## src/rtl/robot_cmd_arbiter.sv

```systemverilog
// robot_cmd_arbiter: round-robin owner of a shared actuator command bus with a grant-to-done watchdog.
module robot_cmd_arbiter #(
  parameter int CMD_W   = 8,
  parameter int TIMEOUT = 255
) (
  input  logic               i_clk,
  input  logic               i_rst_n,
  input  logic [3:0]         i_req,
  input  logic [4*CMD_W-1:0] i_cmd,
  output logic [3:0]         o_gnt,
  output logic               o_act_valid,
  output logic [CMD_W-1:0]   o_act_cmd,
  input  logic               i_act_ready,
  input  logic               i_act_done,
  output logic               o_busy,
  output logic               o_fault,
  output logic [1:0]         o_fault_id,
  input  logic               i_clr_fault,
  output logic [15:0]        o_cmd_count
);
  localparam int TW = $clog2(TIMEOUT + 1);
  typedef enum logic [2:0] {IDLE, ISSUE, WAIT_DONE, RELEASE, FAULT} state_t;
  state_t        r_state, w_state_nxt;
  logic [TW-1:0] r_timer;
  logic [1:0]    r_rr_ptr, r_win, w_win, w_off;
  logic [3:0]    w_req_rot;
  logic          w_timeout;
  // rotate requests so bit 0 is the current round-robin head
  assign w_req_rot = 4'({i_req, i_req} >> r_rr_ptr);
  assign w_off     = w_req_rot[0] ? 2'd0 : w_req_rot[1] ? 2'd1 : w_req_rot[2] ? 2'd2 : 2'd3;
  assign w_win     = r_rr_ptr + w_off;
  // the watchdog trips on the edge where the timer would reach TIMEOUT
  assign w_timeout = (32'(r_timer) + 32'd1) == 32'(TIMEOUT);
  always_comb begin
    w_state_nxt = r_state;
    case (r_state)
      IDLE:      w_state_nxt = |i_req ? ISSUE : IDLE;
      ISSUE:     w_state_nxt = w_timeout ? FAULT : i_act_ready ? WAIT_DONE : ISSUE;
      WAIT_DONE: w_state_nxt = i_act_done ? RELEASE : w_timeout ? FAULT : WAIT_DONE;
      RELEASE:   w_state_nxt = IDLE;
      FAULT:     w_state_nxt = i_clr_fault ? IDLE : FAULT;
      default:   w_state_nxt = IDLE;
    endcase
  end
  always_ff @(posedge i_clk or negedge i_rst_n) begin
    if (!i_rst_n) r_state <= IDLE;
    else          r_state <= w_state_nxt;
  end
  always_ff @(posedge i_clk or negedge i_rst_n) begin
    if (!i_rst_n) begin
      o_gnt       <= '0;
      o_act_valid <= 1'b0;
      o_act_cmd   <= '0;
      o_busy      <= 1'b0;
      o_fault     <= 1'b0;
      o_fault_id  <= '0;
      o_cmd_count <= '0;
      r_rr_ptr    <= '0;
      r_win       <= '0;
      r_timer     <= '0;
    end else begin
      if (r_state == IDLE && |i_req) begin
        r_win       <= w_win;
        o_gnt       <= 4'b0001 << w_win;
        o_act_cmd   <= i_cmd[w_win*CMD_W +: CMD_W];
        o_act_valid <= 1'b1;
        o_busy      <= 1'b1;
        r_timer     <= '0;
      end
      if (r_state == ISSUE || r_state == WAIT_DONE) r_timer <= r_timer + TW'(1);
      if (r_state == ISSUE && w_state_nxt == WAIT_DONE) o_act_valid <= 1'b0;
      if (r_state != FAULT && w_state_nxt == FAULT) begin
        o_gnt       <= '0;
        o_act_valid <= 1'b0;
        o_fault     <= 1'b1;
        o_fault_id  <= r_win;
      end
      if (r_state == RELEASE) begin
        o_gnt       <= '0;
        o_busy      <= 1'b0;
        o_cmd_count <= o_cmd_count + 16'd1;
        r_rr_ptr    <= r_win + 2'd1;
      end
      if (r_state == FAULT && i_clr_fault) begin
        o_fault  <= 1'b0;
        o_busy   <= 1'b0;
        r_rr_ptr <= o_fault_id + 2'd1;
      end
    end
  end
endmodule

```

## config.mk

```make
export PLATFORM = sky130hd
export DESIGN_NAME = robot_cmd_arbiter
export DESIGN_NICKNAME = d
export VERILOG_FILES = /design/src/rtl/robot_cmd_arbiter.sv
export SDC_FILE = /design/constraint.sdc
export NUM_CORES = 1
export LEC_CHECK = 0
export CORE_ASPECT_RATIO = 1.1
export CORE_UTILIZATION = 35
export CTS_CLUSTER_SIZE = 40
export DETAILED_ROUTE_END_ITERATION = 7
export DONT_BUFFER_PORTS = 1
export PLACE_DENSITY = 0.56
export SYNTH_ARGS = -nofsm -noshare
export SYNTH_HDL_FRONTEND = slang
export SYNTH_SLANG_ARGS = --single-unit
```

## constraint.sdc

```tcl
create_clock -name i_clk -period 4.3 [get_ports i_clk]
set_clock_uncertainty 0.1 [all_clocks]
set_input_delay 0.86 -clock i_clk [delete_from_list [all_inputs] [get_ports i_clk]]
set_output_delay 0.86 -clock i_clk [all_outputs]
set_load 0.02 [all_outputs]
```

==> Word level (Yosys, flattened, before mapping) <==
Index checks and enable logic that the tools add are counted.
{ "word_totals": {"reg_bits": 48, "in_bits": 41, "output_inout_bits": 33, "word_cells": 65} }
{ "classes": {"n_shift": 3, "reduce_logical": 13, "addsub": 6, "mux": 24, "n_eq_ne": 8} }
{ "ops": {"columns": ["operator", "n"], "rows": [
  ["32-bit by 6-bit indexed part select with 8-bit output", 1],
  ["16-bit by 1-bit adder with 16-bit output, second input constant", 1],
  ["8-bit 2-to-1 mux", 2],
  ["3-bit 2-to-1 mux", 4],
  ["4-bit 2-to-1 mux", 3],
  ["3-bit case mux with 4 select lines", 1],
  ["2-bit 2-to-1 mux", 5],
  ["8-bit by 1-bit adder with 9-bit output, second input constant", 1],
  ["3-bit by 2-bit == test with 1-bit output, second input constant", 3],
  ["9-bit by 8-bit == test with 1-bit output, second input constant", 1],
  ["1-bit 2-to-1 mux", 9],
  ["3-bit nonzero test", 3],
  ["8-bit by 1-bit adder with 8-bit output, second input constant", 1],
  ["8-bit by 2-bit >> shifter with 3-bit output", 1],
  ["3-bit == test, second input constant", 2],
  ["2-bit nonzero test", 3],
  ["2-bit by 1-bit adder with 2-bit output, second input constant", 2],
  ["1-bit logical AND", 4],
  ["4-bit OR reduction", 1],
  ["1-bit by 2-bit left shift with 4-bit output, first input constant", 1],
  ["3-bit by 1-bit == test with 1-bit output, second input constant", 1],
  ["3-bit logical NOT", 1],
  ["3-bit != test, second input constant", 1],
  ["2-bit adder", 1],
  ["1-bit logical OR", 1]
]} }

==> Logic depth before layout (Yosys ltp) <==
Gate-level depths: netlist of the first run.
{ "depth": {"ltp_word": 9, "ltp_mapped": 13, "depth_no_buf": 10} }

==> Worst setup path before layout of the first run <==
Ideal clock, no wire load.
{ "synth_timing": {"path_type": "in2reg", "start": "in i_req[1]", "end": "reg o_act_cmd[0]", "t_required_ns": 4.074, "path_slack_ns": 1.257, "arrival_ns": 2.817, "path_buffers": 2, "setup_ns": 0.126, "path_stages": 10, "path_cell_list": "nand2b_1 a21oi_1 a311oi_1 a21oi_1 ha_1 clkbuf_1 clkbuf_1 mux2i_1 nor3_1 a221o_1"} }
{ "synth_between": {"elab_chain_cells": 6, "word_cells_on_any_way": 8, "cone_classes": "1 x add/sub; 2 x shift; 3 x mux; 2 x reduce/logical"} }
{ "synth_lines": {"columns": ["item", "line", "source"], "rows": [
  ["start, declared", "8", "input logic [3:0] i_req,"],
  ["8-bit by 2-bit >> shifter with 3-bit output (*)", "29", "assign w_req_rot = 4'({i_req, i_req} >> r_rr_ptr);"],
  ["1-bit 2-to-1 mux", "30", "assign w_off = w_req_rot[0] ? 2'd0 : w_req_rot[1] ? 2'd1 : w_req_rot[2] ? 2'd2 : 2'd3;"],
  ["2-bit 2-to-1 mux", "30", null],
  ["2-bit 2-to-1 mux (*)", "30", null],
  ["2-bit adder (*)", "31", "assign w_win = r_rr_ptr + w_off;"],
  ["via w_win[0]", "25", "logic [1:0] r_rr_ptr, r_win, w_win, w_off;"],
  ["32-bit by 6-bit indexed part select with 8-bit output (*)", "65", "o_act_cmd <= i_cmd[w_win*CMD_W +: CMD_W];"],
  ["end signal, assigned", "65", null],
  ["end, declared", "12", "output logic [CMD_W-1:0] o_act_cmd,"]
]} }
Mark *: on every way through the listed nets, which the timed path passes. The rest lies on a longest branch.
A chain may end at the register's enable or synchronous reset.

==> Worst setup path in the final report of the first run <==
{ "layout_timing": {"start": "reg r_rr_ptr[1]", "end": "reg o_act_cmd[6]"} }
{ "layout_between": {"elab_chain_cells": 6} }
{ "layout_lines": {"columns": ["item", "line", "source"], "rows": [
  ["start, declared", "25", null],
  ["start signal, assigned", "82", "r_rr_ptr <= r_win + 2'd1;"],
  ["start signal, assigned", "87", "r_rr_ptr <= o_fault_id + 2'd1;"],
  ["8-bit by 2-bit >> shifter with 3-bit output", "29", null],
  ["1-bit 2-to-1 mux", "30", null],
  ["2-bit 2-to-1 mux (2 in a row)", "30", null],
  ["2-bit adder (*)", "31", null],
  ["32-bit by 6-bit indexed part select with 8-bit output (*)", "65", null]
]} }
Mark *: on every way between the ends. The rest lies on a longest branch, timed or not.

==> impl_results.md, run 1 <==
- Power per cell area: 659 nW/um^2
- Worst vdd ir: 0.282 mV
- Slowest-stage cell, CP: a311o_1
- Startpoint Class: flip-flop
- Arr. time, crit path: 3.26 ns
- DRT iter0 DRCs: 103
- # resized after CTS: 0
- Post-CTS Repair Setup Buffers: 0
- Final setup viols: 0
- Vias in the first global route: 1884
- Inserted Diodes: 0
- Max-cap violations: 0
- Slew margin rel.: 21.1%
- Tightest Pin Transition: 1.17 ns
- Max Clk Rate: 0.316 GHz
- Simple-Gate Fraction of Synth Area: 19.3%
- Final max-slew violation count: 0
- Final wirelength: 5290 microns
- Port-buffer cells: 0
- Drt wl/cell: 14.0 microns
- Root Buffer: clkbuf_8
- Via density: 5.42
- Required time worst endpoint: 4.40 ns
- First-pass GRT wire length: 8990 microns
- Post-synth ARST share: 100%
- Clock Sinks: 48
- Register area share after synthesis: 44.6%
- Worst Setup End Kind: flip-flop
- Via count: 2045
- P_leak: 1.25 nW
- DR pass1 iterations: 4
- Fin. Hold Viols: 0
- CTS tree: built
- Cell mode on critical path: a21oi_1
- Post-Synth Adder-Cell Area: 1.86%
- Crit-path cells: nand2b_1, a21oi_1, a311oi_1, a21oi_1, ha_1, and3_1, a32o_1, a311o_1, mux4_2, mux2_2
- Overall Power: 1.87 mW
- Clk buf depth: 2
- Area growth from synthesis to layout: 5.57%
- I/O Pins: 74
- Status: finished, final reports clean
- Clk pwr share: 14.1%
- Die H: 94.0 microns
- Initial Util: 36.0%
- Sequential share of power: 44.2%
- Worst Path Max Fanout: 20
- Internal power consumption: 1.05 mW
- Largest net degree at the start of global routing: 49
- Worst Path Class, Setup: reg -> reg
- Initial antenna violation count: 0
- Layout fillers: 767
- Register bit total from synthesis: 48
- Post-Synthesis Cells: 281
- Nets: 316
- RePlAce Congestion: 0.778
- Final core occ: 38.1%
- Avg Inst Size Synth: 9.59 sq um
- HPWL after DPL: 3780 microns
- Share of total power in combinational logic: 41.7%
- Total Routing Usage GR: 14.2%
- Core area: 7470 sq um
- Post-synth EDFFs: 0
- Row count: 33
- Setup TNS: 0 ns
- Global route total overflow: 0
- Worst-skew pair later-pin latency: 0.30 ns
- Synth Area in Compound Gates: 16.6%
- Worst min path class: in -> async
- Main combinational cell family by area after synthesis: simple AND/OR/NAND/NOR gates
- Final ANT Viol Nets: 0
- CTS buffer count: 5
- Hold_ws: 0.140 ns
- Synth Area in XOR/XNOR: 5.85%
- Die area: 8050 sq um
- Syn. warnings: 0
- Hold_buf cts: 0
- CP max stage delay: 0.61 ns
- Mux share of post-synthesis cell area: 8.41%
- Reg clk slew, reported paths: 0.09 ns
- # DRC: 0
- Syn nets: 326
- Net Sw Power: 829 uW
- Post-Syn Area: 2690 sq um
- Prevailing post-synth register cell: dfrtp_1
- Post-synth cell types: 47
- Period minus WS final: 3.16 ns
- Die W: 85.6 microns
- Net Sw Frac: 44.2%
- Unrepaired setup endpoints after global routing: no
- H-Tree Depth: 2
- Final Cycle Share: 73.5%
- Layout cells sized above 1: 4.78%
==> cell usage in the layout, fill, tap and decap left out, types with 3 or more instances in the layout <==
cell      instances
dfrtp_1          48
nand2_1          33
nor2_1           24
mux2i_1          17
o21ai_0          16
xnor2_1          11
a21oi_1           9
nand2b_1          8
nor3_1            8
a221o_1           7
xor2_1            7
inv_1             6
nand3_1           5
o31ai_1           5
clkbuf_8          5
and3_1            4
nand4_1           4
a21o_1            4
ha_1              4
and3b_1           3
nand3b_1          3
mux2_2            3
==> flip-flops by register name, indices dropped and copies added, names as in the netlist <==
name         count
o_busy           1
r_rr_ptr         2
o_fault          1
o_act_valid      1
o_fault_id       2
o_gnt            4
o_act_cmd        8
r_timer          8
o_cmd_count     16
r_state          3
r_win            2
==> critical path, delay by kind of cell, from the launching register on <==
family,cells,cell delay (ns)
AO/OA/AOI/OAI,5,1.07
multiplexers,2,0.85
flip-flops,1,0.46
AND/OR/NAND/NOR,2,0.35
adder cells (fa/ha/maj),1,0.22
==> layout make-up <==
type | count | area (sq um) | share of cell area (%)
clock buffer | 5 | 68.8 | 2.42
sequential | 48 | 1200 | 42.2
inverter | 6 | 22.5 | 0.792
tap | 105 | 131 | 4.62
multi-input combinational | 210 | 1400 | 49.3
clock inverter | 3 | 18.8 | 0.660
==> per-stage QoR <==
step                std cells  instance area (sq um)  setup WS (ns)
floorplan                 281                   2690           1.26
global placement          369                   2760          0.876
detailed placement        369                   2760          0.801
CTS                       377                   2840           1.11
global route              377                   2840          0.867
finish                    377                   2840           1.14
==> path summary, 6_finish.rpt <==
path	startpoint	slack, ns	depth (start not counted)	end
setup / recovery	r_rr_ptr[1]	1.14	10	o_act_cmd[6]
hold / removal	i_rst_n	0.14	0	o_cmd_count[6]
setup reg to reg	r_rr_ptr[1]	1.14	10	o_act_cmd[6]
hold reg to reg	r_win[1]	0.43	2	r_win[1]
max in group asynchronous	i_rst_n	3.86	0	r_timer[4]
min in group i_clk	r_win[1]	0.43	2	r_win[1]
==> per-layer routing <==
| metal | wire (microns) | global-route usage (%) |
|---|---|---|
| met4 | 99 | 5.00 |
| met2 | 2500 | 23.7 |
| met5 | 0 | 0 |
| met3 | 457 | 4.83 |
| met1 | 2230 | 17.0 |
==> Yosys cell counts (all sizes together), types with 2 or more instances <==
library cell   n  area [sq um]
a221o          7          70.1
a21o           4          30.0
and3b          3          26.3
nor2b          2          12.5
dfrtp         48          1200
a21oi          9          45.0
o21ai         16          80.1
nor4           2          12.5
o211a          2          20.0
buf            4          20.0
nand2b         8          50.1
nor3           9          56.3
nand4          4          25.0
and4           2          17.5
nand3b         3          22.5
ha             4          50.1
a21boi         2          15.0
a31oi          2          12.5
xnor2         11          96.3
a32oi          2          17.5
inv            6          22.5
xor2           7          61.3
nor2          24          90.1
nand3          5          25.0
mux2           3          33.8
mux2i         17           170
o21bai         2          15.0
o31ai          5          37.5
and2           3          18.8
and3           4          25.0
clkbuf        13          48.8
nand2         33           124
a32o           2          20.0
o32ai          2          17.5
==> cells by family (layout without fill, tap and decap cells) <==
group	after synthesis	after routing
and+or+nand+nor	104	104
buffers and inverters	23	14
AOI/OAI and AO/OA	63	63
DFF	48	48
muxes	21	21
adders and majority gates	4	4
xor gates and xnor gates	18	18
==> power groups by stage <==
stage                     Sequential, mW  Combinational [mW]  Clock, mW
final                              0.828               0.782      0.265
after detailed placement           0.837               0.800          0
after floorplan                    0.768               0.724          0
after global routing               0.856               0.893      0.293
after CTS                          0.831               0.796      0.276
after global placement             0.837               0.772          0
No activity file was read; power rests on OpenSTA's default activity.
==> inputs of run 2 (changes only) <==
==> constraint.sdc (replaced) <==
create_clock -name i_clk -period 3.3 [get_ports i_clk]
set_clock_uncertainty 0.1 [all_clocks]
set_input_delay 0.66 -clock i_clk [delete_from_list [all_inputs] [get_ports i_clk]]
set_output_delay 0.66 -clock i_clk [all_outputs]
set_load 0.02 [all_outputs]
==> run 2 against run 1 <==
Compared with the run above: flip-flop and latch count unchanged; critical path depth stayed put; first-iteration DRC count grew 67%; non-clock buffer count grew 5; critical endpoint unchanged; power rose by 41%; register-to-register slack got worse by 0.65 ns; core utilization rose by 1.3 points; highest routed layer unchanged; clock-buffer cell count did not move; via count decreased by 0.34%; design area up 3.5%; setup slack got worse by 0.65 ns.
==> impl_results.md, run 2 (same netlist as run 1, synthesis figures left out) <==
- CTS buffer count: 5 (unchanged)
- Unrepaired setup endpoints after global routing: no
- CTS tree: built
- Max-cap violations: 0 (unchanged)
- Startpoint Class: flip-flop
- Period minus WS final: 2.81 ns (-0.345 ns)
- Largest net degree at the start of global routing: 49 (unchanged)
- Final Cycle Share: 85.3% (+12 points)
- Slew margin rel.: 48.7% (+28 points)
- Sequential share of power: 40.8% (-3.4 points)
- Row count: 33 (unchanged)
- Worst path top cell family by delay: compound AO/OA/AOI/OAI gates
- Slowest-stage cell, CP: dfrtp_1
- Worst min path class: in -> async
- Tightest Pin Transition: 0.763 ns (-0.410 ns)
- # resized after CTS: 0 (unchanged)
- Clk buf depth: 2 (unchanged)
- Most frequent cells in the layout: 48 x dfrtp_1, 33 x nand2_1, 24 x nor2_1
- Fin. Hold Viols: 0 (unchanged)
- Worst Setup End Kind: flip-flop
- Worst Path Class, Setup: reg -> reg
- Share of total power in combinational logic: 40.6% (-1.1 points)
- Worst Path Max Fanout: 9 (-55%)
- Root Buffer: clkbuf_8
- H-Tree Depth: 2 (unchanged)
- Arr. time, crit path: 2.91 ns (-0.35 ns)
- Cell mode on critical path: a21oi_1
- Inserted Diodes: 0 (unchanged)
- Initial antenna violation count: 0 (unchanged)
- Final wirelength: 5450 microns (+3.0%)
- Final max-slew violation count: 0 (unchanged)
- Die H: 94.0 microns (unchanged)
- Net Sw Power: 1.10 mW (+32%)
- HPWL after DPL: 3860 microns (+2.1%)
- I/O Pins: 74 (unchanged)
- CP max stage delay: 0.47 ns (-0.14 ns)
- Biggest register: o_cmd_count
- Total Routing Usage GR: 14.2% (about the same)
- Clk pwr share: 18.5% (+4.4 points)
- Via density: 5.35 (-1.4%)
- Via count: 2038 (-0.34%)
- Die W: 85.6 microns (unchanged)
- Net Sw Frac: 41.5% (-2.7 points)
- Clock Sinks: 48 (unchanged)
- RePlAce Congestion: 0.809 (+3.9%)
- Buf+Inv Stages, Crit Path: 0 (unchanged)
- Leading registers by flop count: o_cmd_count (16), o_act_cmd (8), r_timer (8)
- Hold_ws: 0.0954 ns (-0.0449 ns)
- Worst vdd ir: 0.358 mV (+27%)
- Most common cell after layout, fill and taps aside: dfrtp_1
- Initial Util: 36.0% (unchanged)
- Max Clk Rate: 0.355 GHz (+12%)
- Drt wl/cell: 14.3 microns (+1.9%)
- Vias in the first global route: 1884 (unchanged)
- Core area: 7470 sq um (unchanged)
- Setup TNS: 0 ns (unchanged)
- Global route total overflow: 0 (unchanged)
- # DRC: 0 (unchanged)
- Worst-skew pair later-pin latency: 0.30 ns (about the same)
- Area growth from synthesis to layout: 9.24%
- Required time worst endpoint: 3.39 ns (-1.01 ns)
- Status: finished, final reports clean
- P_leak: 1.30 nW (+3.8%)
- Die area: 8050 sq um (unchanged)
- DRT iter0 DRCs: 172 (+67%)
- Number of flip-flops under the largest register name: 16 (unchanged)
- Final ANT Viol Nets: 0 (unchanged)
- Nets: 321 (+1.6%)
- DR pass1 iterations: 4 (unchanged)
- Overall Power: 2.64 mW (+41%)
- Power per cell area: 898 nW/um^2 (+36%)
- First-pass GRT wire length: 9050 microns (+0.69%)
- Internal power consumption: 1.55 mW (+48%)
- Final setup viols: 0 (unchanged)
- Post-CTS Repair Setup Buffers: 0 (unchanged)
- Port-buffer cells: 0 (unchanged)
- Crit-path cells: nand2b_1, a21oi_1, a311oi_1, a21oi_1, ha_1, and3_1, a32o_1, a311o_1, mux4_2, mux2_2
- Reg clk slew, reported paths: 0.09 ns (about the same)
- Layout cells sized above 1: 6.16% (+1.4 points)
[run 2: worst paths after layout]
check	slack, ns	from	depth (start not counted)	to
max	0.49	r_rr_ptr[1]	10	o_act_cmd[6]
min	0.1	i_rst_n	1	o_cmd_count[6]
max reg2reg	0.49	r_rr_ptr[1]	10	o_act_cmd[6]
min reg2reg	0.43	r_win[1]	2	r_win[1]
max in group asynchronous	2.77	i_rst_n	1	o_cmd_count[12]
min in group i_clk	0.34	i_clr_fault	1	r_state[2]
[run 2: routing by layer]
layer,wire length [microns],global-route usage (%),up-vias
met4,82,5.00,0
met2,2570,23.5,67
li1,-,-,992
met3,350,4.04,6
met1,2450,17.7,973
met5,0,0,-
[run 2: final cells by class]
class	instances	area, sq um
Timing Repair Buffer	5	57.6
Inverter	6	22.5
Multi-Input combinational cell	210	1400
Clock inverter	2	60.1
Fill cell	738	4530
Sequential cell	48	1200
Clock buffer	5	68.8
Tap cell	105	131
[run 2: metrics by stage]
stage | std cells | util, % | setup slack (ns) | instance area (sq um)
after floorplan | 281 | - | 0.457 | 2690
after global placement | 373 | 37.3 | 0.411 | 2790
after detailed placement | 373 | 37.3 | 0.355 | 2790
after CTS | 381 | 39.4 | 0.475 | 2940
after global routing | 381 | 39.4 | 0.333 | 2940
final | 381 | 39.4 | 0.485 | 2940
[run 2: repair_timing]
action | CTS | global route
endpoints found under the setup margin | 0 | 0
hold buffers | 1 | 0
hold endpoints to repair | 48 | 0
[run 2: power groups by stage]
| stage | logic, mW | registers [mW] | clock network [mW] |
|---|---|---|---|
| after CTS | 1.09 | 1.08 | 0.505 |
| after floorplan | 0.943 | 1.00 | 0 |
| after global routing | 1.22 | 1.11 | 0.528 |
| after detailed placement | 1.07 | 1.09 | 0 |
| after global placement | 1.04 | 1.09 | 0 |
| final | 1.07 | 1.08 | 0.490 |
==> inputs of run 3 (changes only) <==
--- a/config.mk
+++ b/config.mk
@@ -11,6 +11,8 @@
 export DETAILED_ROUTE_END_ITERATION = 7
 export DONT_BUFFER_PORTS = 1
 export PLACE_DENSITY = 0.56
+export SLEW_MARGIN = 30
 export SYNTH_ARGS = -nofsm -noshare
 export SYNTH_HDL_FRONTEND = slang
 export SYNTH_SLANG_ARGS = --single-unit
+export TNS_END_PERCENT = 20
==> constraint.sdc (replaced) <==
create_clock -name i_clk -period 3.3 [get_ports i_clk]
set_clock_uncertainty 0.1 [all_clocks]
set_input_delay 0.66 -clock i_clk [delete_from_list [all_inputs] [get_ports i_clk]]
set_output_delay 0.66 -clock i_clk [all_outputs]
set_load 0.1 [all_outputs]
==> run 3 against run 2 <==
Compared with the run above: power increased by 21%; clock power shrank 24%; critical path depth stayed put; fmax down 0.99%; sequential share of layout area decreased by 0.60 points; global-route usage increased by 0.21 points; die area stayed put; core utilization rose by 0.59 points; combinational power grew 26%; setup slack got worse by 0.028 ns; design area increased by 1.5%; critical path type unchanged; largest cell class unchanged.
==> impl_results.md, run 3 (same netlist as run 1, synthesis figures left out) <==
- Status: finished, final reports clean
- Global route total overflow: 0 (unchanged)
- Biggest register: o_cmd_count
- Tightest Pin Transition: 1.01 ns (+0.245 ns)
- Nets: 331 (+3.1%)
- Slew margin rel.: 32.8% (-16 points)
- R2r setup slk: 0.46 ns (-0.03 ns)
- Final setup viols: 0 (unchanged)
- Final Cycle Share: 86.1% (+0.86 points)
- Die H: 94.0 microns (unchanged)
- Finished Cell Area: 2990 sq um (+1.5%)
- P_leak: 1.33 nW (+2.4%)
- Row count: 33 (unchanged)
- Most frequent cells in the layout: 48 x dfrtp_1, 33 x nand2_1, 24 x nor2_1
- Most common cell after layout, fill and taps aside: dfrtp_1
- Final core occ: 40.0% (+0.59 points)
- Vias in the first global route: 1930 (+2.4%)
- Final max-slew violation count: 0 (unchanged)
- DRT iter0 DRCs: 97 (-44%)
- DR pass1 iterations: 5 (+1)
- Unrepaired setup endpoints after global routing: no
- Inserted Diodes: 0 (unchanged)
- Largest net degree at the start of global routing: 49 (unchanged)
- Die area: 8050 sq um (unchanged)
- Final wirelength: 5540 microns (+1.7%)
- Worst Path Max Fanout: 9 (unchanged)
- Die W: 85.6 microns (unchanged)
- Period minus WS final: 2.84 ns (+0.0283 ns)
- RePlAce Congestion: 0.818 (+1.2%)
- CTS buffer count: 5 (unchanged)
- Total Routing Usage GR: 14.4% (+0.21 points)
- Max Clk Rate: 0.352 GHz (-0.99%)
- Number of flip-flops under the largest register name: 16 (unchanged)
- Area growth from synthesis to layout: 10.9%
- Worst-skew pair later-pin latency: 0.30 ns (about the same)
- Port-buffer cells: 0 (unchanged)
- FF-to-FF path depth: 10 (unchanged)
- Worst min path class: in -> async
- Core area: 7470 sq um (unchanged)
- Clk buf depth: 2 (unchanged)
- First-pass GRT wire length: 9180 microns (+1.4%)
- Area after DPL: 2860 sq um (+2.7%)
- Clock Sinks: 48 (unchanged)
- Required time worst endpoint: 3.40 ns (about the same)
- Drt wl/cell: 14.1 microns (-1.1%)
- Fin. Hold Viols: 0 (unchanged)
- Worst Setup End Kind: flip-flop
- Worst Path Class, Setup: reg -> reg
- Worst vdd ir: 0.623 mV (+74%)
- Via count: 2060 (+1.1%)
- # DRC: 0 (unchanged)
- Via density: 5.26 (-1.8%)
- Initial antenna violation count: 0 (unchanged)
- HPWL after DPL: 3930 microns (+1.8%)
- Root Buffer: clkbuf_8
- Startpoint Class: flip-flop
- Layout cells sized above 1: 9.76% (+3.6 points)
- Reg clk slew, reported paths: 0.09 ns (about the same)
- Max-cap violations: 0 (unchanged)
- I/O Pins: 74 (unchanged)
- Power per cell area: 1070 nW/um^2 (+19%)
- H-Tree Depth: 2 (unchanged)
- CTS tree: built
- Arr. time, crit path: 2.94 ns (+0.03 ns)
- Setup TNS: 0 ns (unchanged)
- Final ANT Viol Nets: 0 (unchanged)
- Initial Util: 36.0% (unchanged)
- Leading registers by flop count: o_cmd_count (16), o_act_cmd (8), r_timer (8)
## run 3: report_power, final
part	internal (mW)	leakage [nW]	switching [mW]	total (mW)
clock network	0.170	0.0434	0.203	0.373
logic	0.532	0.669	0.822	1.35
registers	0.740	0.622	0.725	1.47
total	1.44	1.33	1.75	3.19
## run 3: worst max-delay path: stages (launching register included)
cell	delay, ns
dfrtp_1	0.49
nand2b_1	0.15
a21oi_1	0.07
a311oi_1	0.21
a21oi_1	0.07
ha_1	0.23
and3_1	0.19
a32o_1	0.19
a311o_1	0.35
mux4_2	0.42
mux2_2	0.27
## run 3: repair_timing
action,CTS,global route
resized for setup,0,0
buffers inserted,0,0
hold endpoints to repair,48,0
hold buffers,1,0
## run 3: per-stage QoR
| stage | hold WS [ns] | total power [mW] | instances | setup WS, ns |
|---|---|---|---|---|
| after floorplan | 0.264 | 2.56 | 281 | 0.457 |
| after global placement | 0.265 | 2.80 | 383 | 0.417 |
| after detailed placement | 0.265 | 2.83 | 383 | 0.380 |
| after CTS | 0.0952 | 3.23 | 392 | 0.487 |
| after global routing | 0.0987 | 3.40 | 392 | 0.272 |
| final | 0.0992 | 3.19 | 392 | 0.457 |
## run 3: metal layers
metal	track usage, %	share of wire (%)
met4	4.86	1.6
met3	4.83	6.7
met5	0	0
met1	17.2	45
met2	24.4	47
## run 3: area by class of cell
type                            count  area [sq um]
Fill cell                         754          4490
Multi-Input combinational cell    210          1400
Sequential cell                    48          1200
Timing Repair Buffer               15           133
Tap cell                          105           131
Clock buffer                        6          82.6
Inverter                            6          22.5
Clock inverter                      2          15.0
## run 3: path summary, 6_finish.rpt
| path | from | to |
|---|---|---|
| worst min-delay path | i_rst_n | o_cmd_count[3] |
| worst min register to register | o_cmd_count[7] | o_cmd_count[7] |
| worst max-delay path | r_rr_ptr[1] | o_act_cmd[6] |
| max in group asynchronous | i_rst_n | r_timer[1] |
| min in group i_clk | i_act_ready | r_state[0] |
| worst max register to register | r_rr_ptr[1] | o_act_cmd[6] |
